`config.mk`:
```
export PLATFORM = sky130hd
export DESIGN_NAME = idu_stage
export DESIGN_NICKNAME = d
export VERILOG_FILES = /design/src/rtl/idu_stage.sv
export SDC_FILE = /design/constraint.sdc
export NUM_CORES = 1
export LEC_CHECK = 0
export BUFFER_PORTS_ARGS = -buffer_cell sky130_fd_sc_hd__buf_2
export CAP_MARGIN = 10
export CORE_MARGIN = 1
export CORE_UTILIZATION = 35
export DETAILED_ROUTE_END_ITERATION = 8
export GPL_TIMING_DRIVEN = 0
export PLACE_DENSITY_LB_ADDON = 0.15
export SETUP_SLACK_MARGIN = 0.5
export SYNTH_ARGS = -nofsm -noshare
export SYNTH_HDL_FRONTEND = slang
export SYNTH_SLANG_ARGS = --single-unit
```
`constraint.sdc`:
```
create_clock -name clk -period 3.3 [get_ports clk]
set_input_delay 0.33 -clock clk [delete_from_list [all_inputs] [get_ports clk]]
set_output_delay 0.33 -clock clk [all_outputs]
set_load 0.05 [all_outputs]
```
`src/rtl/idu_stage.sv`:
```
// RV32I instruction-decode stage: decodes inst/pc into ALU, register, memory,
// branch and trap controls held in a single-entry valid/ready pipeline register.
module idu_stage (
  input  logic        clk,
  input  logic        rst,
  input  logic        in_valid,
  output logic        in_ready,
  input  logic [31:0] inst,
  input  logic [31:0] pc,
  output logic        out_valid,
  input  logic        out_ready,
  output logic [31:0] out_pc,
  output logic [3:0]  alu_ctr,
  output logic        alu_asrc,
  output logic [1:0]  alu_bsrc,
  output logic [31:0] imm,
  output logic [4:0]  rs1,
  output logic [4:0]  rs2,
  output logic [4:0]  rd,
  output logic        reg_wen,
  output logic        mem_rd,
  output logic        mem_wr,
  output logic [2:0]  funct3,
  output logic        branch,
  output logic        jump,
  output logic        jalr,
  output logic        ebreak,
  output logic        illegal
);

  localparam logic [6:0]  OP_LUI    = 7'b0110111;
  localparam logic [6:0]  OP_AUIPC  = 7'b0010111;
  localparam logic [6:0]  OP_JAL    = 7'b1101111;
  localparam logic [6:0]  OP_JALR   = 7'b1100111;
  localparam logic [6:0]  OP_BRANCH = 7'b1100011;
  localparam logic [6:0]  OP_LOAD   = 7'b0000011;
  localparam logic [6:0]  OP_STORE  = 7'b0100011;
  localparam logic [6:0]  OP_IMM    = 7'b0010011;
  localparam logic [6:0]  OP_REG    = 7'b0110011;
  localparam logic [6:0]  OP_SYSTEM = 7'b1110011;
  localparam logic [31:0] INST_EBREAK = 32'h0010_0073;

  typedef struct packed {
    logic [31:0] pc;
    logic [3:0]  ctr;
    logic        asrc;
    logic [1:0]  bsrc;
    logic [31:0] imm;
    logic [4:0]  rs1;
    logic [4:0]  rs2;
    logic [4:0]  rd;
    logic        wen;
    logic        mem_rd;
    logic        mem_wr;
    logic [2:0]  funct3;
    logic        branch;
    logic        jump;
    logic        jalr;
    logic        ebreak;
    logic        illegal;
  } dec_t;

  dec_t        dec_c;
  dec_t        dec_q;
  logic        valid_q;
  logic        accept;
  logic [31:0] imm_i;
  logic [31:0] imm_s;
  logic [31:0] imm_b;
  logic [31:0] imm_u;
  logic [31:0] imm_j;
  logic [2:0]  f3;
  logic        alt;

  assign f3    = inst[14:12];
  assign alt   = inst[30];
  assign imm_i = {{20{inst[31]}}, inst[31:20]};
  assign imm_s = {{20{inst[31]}}, inst[31:25], inst[11:7]};
  assign imm_b = {{20{inst[31]}}, inst[7], inst[30:25], inst[11:8], 1'b0};
  assign imm_u = {inst[31:12], 12'b0};
  assign imm_j = {{12{inst[31]}}, inst[19:12], inst[20], inst[30:21], 1'b0};

  // Combinational decode of the presented instruction; only registered on accept.
  always_comb begin
    dec_c        = '0;
    dec_c.pc     = pc;
    dec_c.rs1    = inst[19:15];
    dec_c.rs2    = inst[24:20];
    dec_c.rd     = inst[11:7];
    dec_c.funct3 = f3;
    case (inst[6:0])
      OP_LUI: begin
        dec_c.ctr  = 4'b0011;
        dec_c.bsrc = 2'b01;
        dec_c.imm  = imm_u;
        dec_c.wen  = 1'b1;
      end
      OP_AUIPC: begin
        dec_c.asrc = 1'b1;
        dec_c.bsrc = 2'b01;
        dec_c.imm  = imm_u;
        dec_c.wen  = 1'b1;
      end
      OP_JAL, OP_JALR: begin
        dec_c.asrc = 1'b1;
        dec_c.bsrc = 2'b10;
        dec_c.imm  = (inst[6:0] == OP_JAL) ? imm_j : imm_i;
        dec_c.jump = 1'b1;
        dec_c.jalr = (inst[6:0] == OP_JALR);
        dec_c.wen  = 1'b1;
      end
      OP_BRANCH: begin
        case (f3)
          3'b000, 3'b001: dec_c.ctr = 4'b1000;
          3'b100, 3'b101: dec_c.ctr = 4'b0010;
          3'b110, 3'b111: dec_c.ctr = 4'b1010;
          default:        dec_c.illegal = 1'b1;
        endcase
        if (!dec_c.illegal) begin
          dec_c.imm    = imm_b;
          dec_c.branch = 1'b1;
        end
      end
      OP_LOAD: begin
        dec_c.bsrc   = 2'b01;
        dec_c.imm    = imm_i;
        dec_c.mem_rd = 1'b1;
        dec_c.wen    = 1'b1;
      end
      OP_STORE: begin
        dec_c.bsrc   = 2'b01;
        dec_c.imm    = imm_s;
        dec_c.mem_wr = 1'b1;
      end
      OP_IMM: begin
        dec_c.bsrc = 2'b01;
        dec_c.imm  = imm_i;
        dec_c.wen  = 1'b1;
        case (f3)
          3'b011:  dec_c.ctr = 4'b1010;
          3'b101:  dec_c.ctr = {alt, 3'b101};
          default: dec_c.ctr = {1'b0, f3};
        endcase
      end
      OP_REG: begin
        dec_c.wen = 1'b1;
        case (f3)
          3'b000:  dec_c.ctr = {alt, 3'b000};
          3'b011:  dec_c.ctr = 4'b1010;
          3'b101:  dec_c.ctr = {alt, 3'b101};
          default: dec_c.ctr = {1'b0, f3};
        endcase
      end
      OP_SYSTEM: begin
        if (inst == INST_EBREAK) dec_c.ebreak  = 1'b1;
        else                     dec_c.illegal = 1'b1;
      end
      default: dec_c.illegal = 1'b1;
    endcase
    if (dec_c.rd == 5'd0) dec_c.wen = 1'b0;
  end

  assign in_ready = !valid_q || out_ready;
  assign accept   = in_valid && in_ready;

  // Single-entry pipeline register; a drain and an accept in the same cycle overwrite.
  always_ff @(posedge clk) begin
    if (rst) begin
      valid_q <= 1'b0;
      dec_q   <= '0;
    end else if (accept) begin
      valid_q <= 1'b1;
      dec_q   <= dec_c;
    end else if (out_ready) begin
      valid_q <= 1'b0;
    end
  end

  assign out_valid = valid_q;
  assign out_pc    = dec_q.pc;
  assign alu_ctr   = dec_q.ctr;
  assign alu_asrc  = dec_q.asrc;
  assign alu_bsrc  = dec_q.bsrc;
  assign imm       = dec_q.imm;
  assign rs1       = dec_q.rs1;
  assign rs2       = dec_q.rs2;
  assign rd        = dec_q.rd;
  assign reg_wen   = dec_q.wen;
  assign mem_rd    = dec_q.mem_rd;
  assign mem_wr    = dec_q.mem_wr;
  assign funct3    = dec_q.funct3;
  assign branch    = dec_q.branch;
  assign jump      = dec_q.jump;
  assign jalr      = dec_q.jalr;
  assign ebreak    = dec_q.ebreak;
  assign illegal   = dec_q.illegal;

endmodule

```
### Yosys cells after proc, flatten, opt, wreduce, memory -nomap -nowiden

Cells that the tools add are included.

| word-level totals | value |
|---|---|
| input port bits | 68 |
| output and inout bits | 99 |
| register bits | 98 |

| cells by class | value |
|---|---|
| reduce and logical (&&, ||, !) cells | 17 |
| equal/unequal tests | 17 |
| multiplexer cells | 24 |

Operators by type and width:

| kind | count |
|---|---|
| $pmux W32 S5 | 1 |
| $eq A32 B21 Y1 const B | 1 |
| $mux W32 | 1 |
| $eq A7 B7 Y1 const B | 4 |
| $pmux W4 S3 | 2 |
| $eq A7 B6 Y1 const B | 3 |
| $mux W20 | 1 |
| $pmux W4 S4 | 1 |
| $eq A7 B5 Y1 const B | 2 |
| $mux W1 | 14 |
| $eq A3 B3 Y1 const B | 4 |
| $reduce_or A2 Y1 | 6 |
| $pmux W4 S2 | 1 |
| $reduce_or A8 Y1 | 1 |
| $eq A7 B2 Y1 const B | 1 |
| $reduce_or A7 Y1 | 1 |
| $reduce_or A6 Y1 | 1 |
| $logic_not A5 Y1 | 1 |
| $reduce_or A5 Y1 | 1 |
| $pmux W2 S2 | 1 |
| $eq A3 B1 Y1 const B | 1 |
| $eq A3 B2 Y1 const B | 1 |
| $logic_not A3 Y1 | 1 |
| $pmux W1 S3 | 1 |
| other kinds (6) | 6 |

### Longest topological paths before layout

Gate-level depths: netlist of run 1.

| logic depth | value |
|---|---|
| depth after elaboration | 6 |
| mapped depth | 7 |

### Worst setup path after synthesis of run 1

Ideal clock, no wire load.

| timing path | value |
|---|---|
| path type | register to register |
| from | register valid_q (netlist: out_valid) |
| to | register dec_q (netlist bit imm[31]) |
| cell stages (with the launch flop) | 8 |
| path slack | 1.088 ns |
| clock period less this slack | 2.212 ns |
| setup time | 0.069 ns |
| arrival time | 2.143 ns |
| cells stage by stage | dfxtp_1 nand2b_1 and2_1 buf_2 nor2_2 buf_2 nand2_1 o21ai_1 |

| on the way | value |
|---|---|
| word-level cells in the longest chain between the ends | 3 |

Ends and longest elaborated chain:

| item | RTL line | text |
|---|---|---|
| from (decl) | 65 | `logic valid_q;` |
| from (signal assigned) | 169 | `valid_q <= 1'b0;` |
| from (signal assigned) | 172 | `valid_q <= 1'b1;` |
| from (signal assigned) | 175 | `valid_q <= 1'b0;` |
| $logic_not A1 Y1 | 163 | `assign in_ready = !valid_q \|\| out_ready;` |
| $logic_or A1 B1 Y1 | 163 |  |
| net in_ready | 7 | `output logic in_ready,` |
| $logic_and A1 B1 Y1 | 164 | `assign accept = in_valid && in_ready;` |
| to (signal assigned) | 170 | `dec_q <= '0;` |
| to (signal assigned) | 173 | `dec_q <= dec_c;` |
| to (decl) | 64 | `dec_t dec_q;` |

The timed path passes the listed nets, and every way through them passes these cells.
A chain may end at the register's enable or synchronous reset.

### Worst setup path after layout of run 1

| timing path | value |
|---|---|
| from | register valid_q (netlist: out_valid) |
| to | register dec_q (netlist bit branch) |

| on the way | value |
|---|---|
| word-level cells in the longest chain between the ends | 3 |

Ends and longest elaborated chain:

| item | RTL line |
|---|---|
| $logic_not A1 Y1 | 163 |
| $logic_or A1 B1 Y1 | 163 |
| $logic_and A1 B1 Y1 | 164 |

No other way between the ends.

==> results of run 1 <==
where the power goes:
| part | switching (mW) | leakage [nW] | internal (mW) |
|---|---|---|---|
| Combinational | 0.319 | 1.45 | 0.108 |
| Clock | 0.424 | 0.147 | 0.629 |
| Sequential | 0.0192 | 0.799 | 1.22 |
| Total | 0.762 | 2.40 | 1.96 |
metal layers:
layer / vias to the layer above / track usage / wire [µm]
met3: 17 / 0.0569 / 794
met1: 1897 / 0.274 / 5660
met4: 0 / 0.0848 / 247
met2: 118 / 0.350 / 5980
met5: - / 0 / 0
li1: 2012 / - / -
worst min-delay path: stages:
cell and delay (ps):
buf_2 90, nand2_1 40, a21oi_1 50
final cells by class:
type | instances | area [µm²] | area share
sequential | 98 | 1960 | 0.369
multi-input combinational | 336 | 1870 | 0.350
timing repair buffer | 163 | 816 | 0.153
clock buffer | 14 | 264 | 0.0496
tap | 140 | 175 | 0.0329
buffer | 35 | 171 | 0.0322
clock inverter | 2 | 35.0 | 0.00658
inverter | 9 | 33.8 | 0.00635
logic make-up (layout without fill, tap and decap cells):
kind of cell    Yosys count  after routing  share of synthesized area
compound gates          142            142                      0.243
fa+ha+maj                 3              3                    0.00931
buf+inv                  44            223                     0.0509
flops                    98             98                      0.487
simple gates            191            191                      0.210
state kept, by name, summed over array words and instances (netlist names):
| signal | count |
|---|---|
| alu_asrc | 1 |
| out_valid | 1 |
| jump | 1 |
| rs1 | 5 |
| alu_bsrc | 2 |
| jalr | 1 |
| alu_ctr | 4 |
| reg_wen | 1 |
| illegal | 1 |
| imm | 32 |
| mem_rd | 1 |
| branch | 1 |
| out_pc | 32 |
| rs2 | 5 |
| rd | 5 |
| funct3 | 3 |
| mem_wr | 1 |
| ebreak | 1 |
final timing paths:
check | cells past startpoint | to | slack [ps] | start
worst max-delay path | 6 | branch$_SDFFE_PP0P_ | 1420 | out_valid$_SDFFE_PP0P_
worst min-delay path | 3 | out_pc[30]$_SDFFE_PP0P_ | 220 | pc[30]
worst max register to register | 6 | branch$_SDFFE_PP0P_ | 1420 | out_valid$_SDFFE_PP0P_
worst min register to register | 2 | out_pc[22]$_SDFFE_PP0P_ | 450 | out_pc[22]$_SDFFE_PP0P_
cell usage in the layout (no fill, tap or decap), types with 2 or more instances in the layout:
| master | synthesis | routed |
|---|---|---|
| buf_6 | 3 | 3 |
| a211oi_2 | 2 | 2 |
| nand2b_1 | 3 | 3 |
| o21ai_0 | 17 | 17 |
| clkbuf_16 | 0 | 9 |
| nand3_1 | 17 | 17 |
| clkbuf_1 | 18 | 21 |
| nand2_1 | 133 | 133 |
| nor2_2 | 4 | 4 |
| a21oi_1 | 67 | 67 |
| a211oi_1 | 3 | 3 |
| nor3_1 | 2 | 2 |
| inv_1 | 9 | 9 |
| ha_1 | 3 | 3 |
| and3_1 | 3 | 3 |
| dfxtp_1 | 98 | 98 |
| nor4_1 | 4 | 4 |
| a31oi_2 | 10 | 10 |
| nor2_1 | 14 | 14 |
| a22o_1 | 22 | 22 |
| clkbuf_8 | 0 | 2 |
| buf_1 | 2 | 2 |
| buf_2 | 11 | 174 |
| o21ai_1 | 3 | 3 |
| a31oi_1 | 4 | 4 |
per-stage QoR:
step	hold slack, ps	utilization
detailed placement	445	0.455
floorplan	456	-
global placement	438	0.455
global route	212	0.483
finish	221	0.483
CTS	209	0.483
==> summary.txt, run 1 <==
CTS tree - built
FF+latch count, synth - 98
final total power - 2.72 mW
Num CTS Buffers - 9
Startpoint Class - flip-flop
# IOs - 167
skew final - 5.06 ps
crit-path max FO - 10
Synth cell types - 49
Async SR Flop Fraction - 0
pin count of the biggest net entering global routing - 15
top cells by area, synth - dfxtp_1, nand2_1, a21oi_1, a22o_1, a31oi_2
period utilization - 0.570
die width - 109 µm
worst rel slew slack - 0.536
top_reg_cell synth - dfxtp_1
GRT Resource Usage Total - 0.216
Largest delay share family, worst path - buffers and inverters
Root Driver - clkbuf_16
Vias/cell - 5.07
worst skew pair latency - 340 ps
initial drt markers - 227
total wire length - 12.7 mm
# setup viols final - 0
CP max-delay cell - buf_1
CTS resizes - 0
initial antenna violation count - 0
Synth area leader - dfxtp_1
critical path endpoint category - flip-flop
final hold vios - 0
share of layout cells above drive strength 1 - 0.326
Detail Placement HPWL - 9.50 mm
Highest Clock Rate - 532 MHz
Final ANT Viol Nets - 0
grt ovf - 0
Final WS setup - 1420 ps
worst path bufs/invs - 2
most frequent cell after synthesis - nand2_1
Leakage Power - 2.40 nW
placed cells - 781
worst-path cell chain - nand2b_1 -> nand2_1 -> buf_2 -> buf_1 -> a21oi_1 -> nor2_1
MaxCap Viol Count - 0
warnings from Yosys - 0
Finished Layout Cells - 797
Peak VDD IR - 0.248 mV
Post-Synthesis Cells - 478
Mean Syn Cell Area - 8.44 µm²
commonest cells in the netlist - nand2_1, dfxtp_1, a21oi_1
Syn Nets - 549
unrepaired setup endpoints after global routing - false
Final GP Congestion - 0.826
Crit path arrival time - 2150 ps
worst-margin pin slew - 691 ps
Clock Tree Buf Depth - 2
Final nets - 723
Cell Area, Placed - 5020 µm²
number of synthesized flops with an enable pin - 0
top cell type's share of synthesized area - 0.487
fin area - 5320 µm²
Routed WL per cell - 15.9 µm
first-pass GRT wire length - 19.3 mm
fill count - 1142
Slew Limit Fails - 0
DP Worst Slack - 1220 ps
mapped cell area - 4030 µm²
Core ar. - 11000 µm²
status - finished clean
First-pass DRT Iterations - 5
Seq/Total Area, Yosys - 0.487
Crit Path Class - reg2reg
Starting Density - 0.366
Clock transition at path regs - 60 ps
setup_tns - 0 ps
vias post-DR - 4044
H-tree depth - 3
Req. time, crit path - 3570 ps
Residual DRC - 0
die height - 109 µm
critical path's largest stage delay - 510 ps
pwr dens - 512 nW/µm²
Die Area - 12000 µm²
post-layout min period - 1880 ps
number of port buffers - 163
# hold bufs at CTS - 0
number of global-route vias before repair - 3731
# rows - 38
Area Growth Syn to Fin - 32.0%
Setup Buffers After CTS - 0
# diodes - 0
clk sinks - 98
Hold Path Class - in2reg
(Power assumes the default switching activity.)
==> inputs of run 2 (changes only) <==
clock period = 1.9 ns   (was 3.3 ns; I/O delays follow)
==> run 2 against run 1 <==
Net effect:
- routed wire length is 2.0% higher
- final area is 5.4% higher
- global-route usage about the same
- largest cell class unchanged
- largest power group unchanged
==> summary.txt, run 2 (synthesis gave the netlist of run 1 again) <==
# diodes - 0 (unchanged)
post-layout min period - 1350 ps
worst reg2reg path depth - 6 (unchanged)
Clock transition at path regs - 70 ps (was 60 ps)
Final nets - 736 (was 723)
status - finished clean (unchanged)
Leakage Power - 2.54 nW (was 2.40 nW)
# setup viols final - 0 (unchanged)
total wire length - 12.9 mm (was 12.7 mm)
pwr dens - 883 nW/µm² (was 512 nW/µm²)
skew final - 7.64 ps (was 5.06 ps)
Crit Path Class - in2reg (was reg2reg)
number of global-route vias before repair - 3823 (was 3731)
Worst Hold Path EP - out_pc[15]$_SDFFE_PP0P_ (was out_pc[30]$_SDFFE_PP0P_)
initial drt markers - 194 (was 227)
commonest non-fill, non-tap cells in the layout - buf_2, nand2_1, dfxtp_1 (unchanged)
unrepaired setup endpoints after global routing - true (was false)
pin count of the biggest net entering global routing - 17 (was 15)
# rows - 38 (unchanged)
reg-to-reg critical path endpoint - imm[7]$_SDFFE_PP0P_ (was branch$_SDFFE_PP0P_)
worst rel slew slack - 0.557 (was 0.536)
Slew Limit Fails - 0 (unchanged)
worst-margin pin slew - 665 ps (was 691 ps)
Core ar. - 11000 µm² (unchanged)
die height - 109 µm (unchanged)
Detail Placement HPWL - 9.78 mm (was 9.50 mm)
Hold Path Class - in2reg (unchanged)
critical path endpoint category - flip-flop (unchanged)
Clock Tree Buf Depth - 2 (unchanged)
Final WS setup - 548 ps (was 1420 ps)
first-pass GRT wire length - 19.7 mm (was 19.3 mm)
Routed WL per cell - 16.0 µm (was 15.9 µm)
Final GP Congestion - 0.889 (was 0.826)
Worst R2R Start - out_valid$_SDFFE_PP0P_ (unchanged)
setup_tns - 0 ps (unchanged)
Peak VDD IR - 0.378 mV (was 0.248 mV)
worst skew pair latency - 340 ps (about the same)
Highest Clock Rate - 740 MHz
Startpoint Class - input port (was flip-flop)
Num CTS Buffers - 9 (unchanged)
crit-path max FO - 10 (unchanged)
initial antenna violation count - 0 (unchanged)
period utilization - 0.712
Final ANT Viol Nets - 0 (unchanged)
final hold vios - 0 (unchanged)
DP Worst Slack - 1.43 ps (was 1220 ps)
First-pass DRT Iterations - 4 (was 5)
number of port buffers - 163 (unchanged)
H-tree depth - 3 (unchanged)
MaxCap Viol Count - 0 (unchanged)
Starting Density - 0.366 (unchanged)
Req. time, crit path - 2170 ps (was 3570 ps)
fill count - 1102 (was 1142)
Root Driver - clkbuf_16 (unchanged)
GRT Resource Usage Total - 0.216 (about the same)
die width - 109 µm (unchanged)
Vias/cell - 5.10 (was 5.07)
vias post-DR - 4131 (was 4044)
hold path startpoint - pc[15] (was pc[30])
Crit path arrival time - 1620 ps (was 2150 ps)
commonest non-fill, non-tap cell in the layout - buf_2 (unchanged)
Area Growth Syn to Fin - 39.1% (was 32.0%)
Die Area - 12000 µm² (unchanged)
R2R setup slack - 560 ps (was 1420 ps)
Residual DRC - 0 (unchanged)
CTS tree - built (unchanged)
Hold Path Stages - 3 (unchanged)
grt ovf - 0 (unchanged)
clk sinks - 98 (unchanged)
share of layout cells above drive strength 1 - 0.378 (was 0.326)
# IOs - 167 (unchanged)
run 2: cell types whose count changed in the layout (fill, tap and decap cells not counted), moves of 2 or more:
cell	previous run	this run
buf_4	1	17
clkbuf_1	21	6
buf_2	174	165
clkbuf_2	0	7
buf_6	3	9
clkbuf_4	0	5
nor2_2	4	1
nor2_4	0	3
buf_1	2	0
run 2: repair_timing:
item                       CTS  global route
resized for setup           11            28
pin swaps                    3             6
hold buffers                 0             0
setup endpoints to repair   89            53
buffers inserted             4             9
run 2: worst max-delay path: stages:
cell	delay [ps]
clkbuf_4	160
nand4b_1	300
nor2_4	260
buf_4	210
clkbuf_4	220
nand3_1	100
a31oi_2	180
run 2: report_power, final:
part	switching, mW	internal (mW)	total (mW)
Clock	0.801	1.19	1.99
Combinational	0.570	0.227	0.797
Sequential	0.0346	2.13	2.16
Total	1.41	3.55	4.95
run 2: area by class of cell:
cell class                 count  area, µm²  area share
clock inverter                 6       87.6      0.0156
buffer                        35        262      0.0466
multi-input combinational    336       1930       0.344
tap                          140        175      0.0312
inverter                       9       33.8     0.00602
timing repair buffer         176        916       0.163
clock buffer                  10        239      0.0426
sequential                    98       1970       0.350
run 2: how the worst max path moves through the flow:
stage                                       from                     end  slack (ps)  depth (start not counted)
final                                    inst[3]    imm[28]$_SDFFE_PP0P_         550                          7
after global routing                     inst[3]    imm[25]$_SDFFE_PP0P_         420                          7
after CTS                 out_valid$_SDFFE_PP0P_     imm[1]$_SDFFE_PP0P_         500                          7
after detailed placement                     rst  out_pc[4]$_SDFFE_PP0P_           1                          4
after global placement                  inst[14]     imm[8]$_SDFFE_PP0P_          30                          7
after floorplan           out_valid$_SDFFE_PP0P_    imm[12]$_SDFFE_PP0P_         410                          7
run 2: through the flow:
stage                     power [mW]  hold slack [ps]  utilization  std cells  area, µm²
after floorplan                 2.71              309            -        478       4100
after global placement          2.96              432        0.462        781       5090
after detailed placement        2.97              439        0.462        781       5090
after CTS                       4.96             80.3        0.497        801       5480
after global routing            5.15             86.0        0.509        810       5610
final                           4.95             79.9        0.509        810       5610
run 2: per-layer routing:
layer  routed length, µm  GRT usage  part of all wire  vias up
li1                    -          -                 -     2042
met5                   0          0                 0        -
met3                 889     0.0379             0.069       27
met4                 333     0.0848             0.026        0
met2                5980      0.351              0.46      143
met1                5740      0.285              0.44     1919
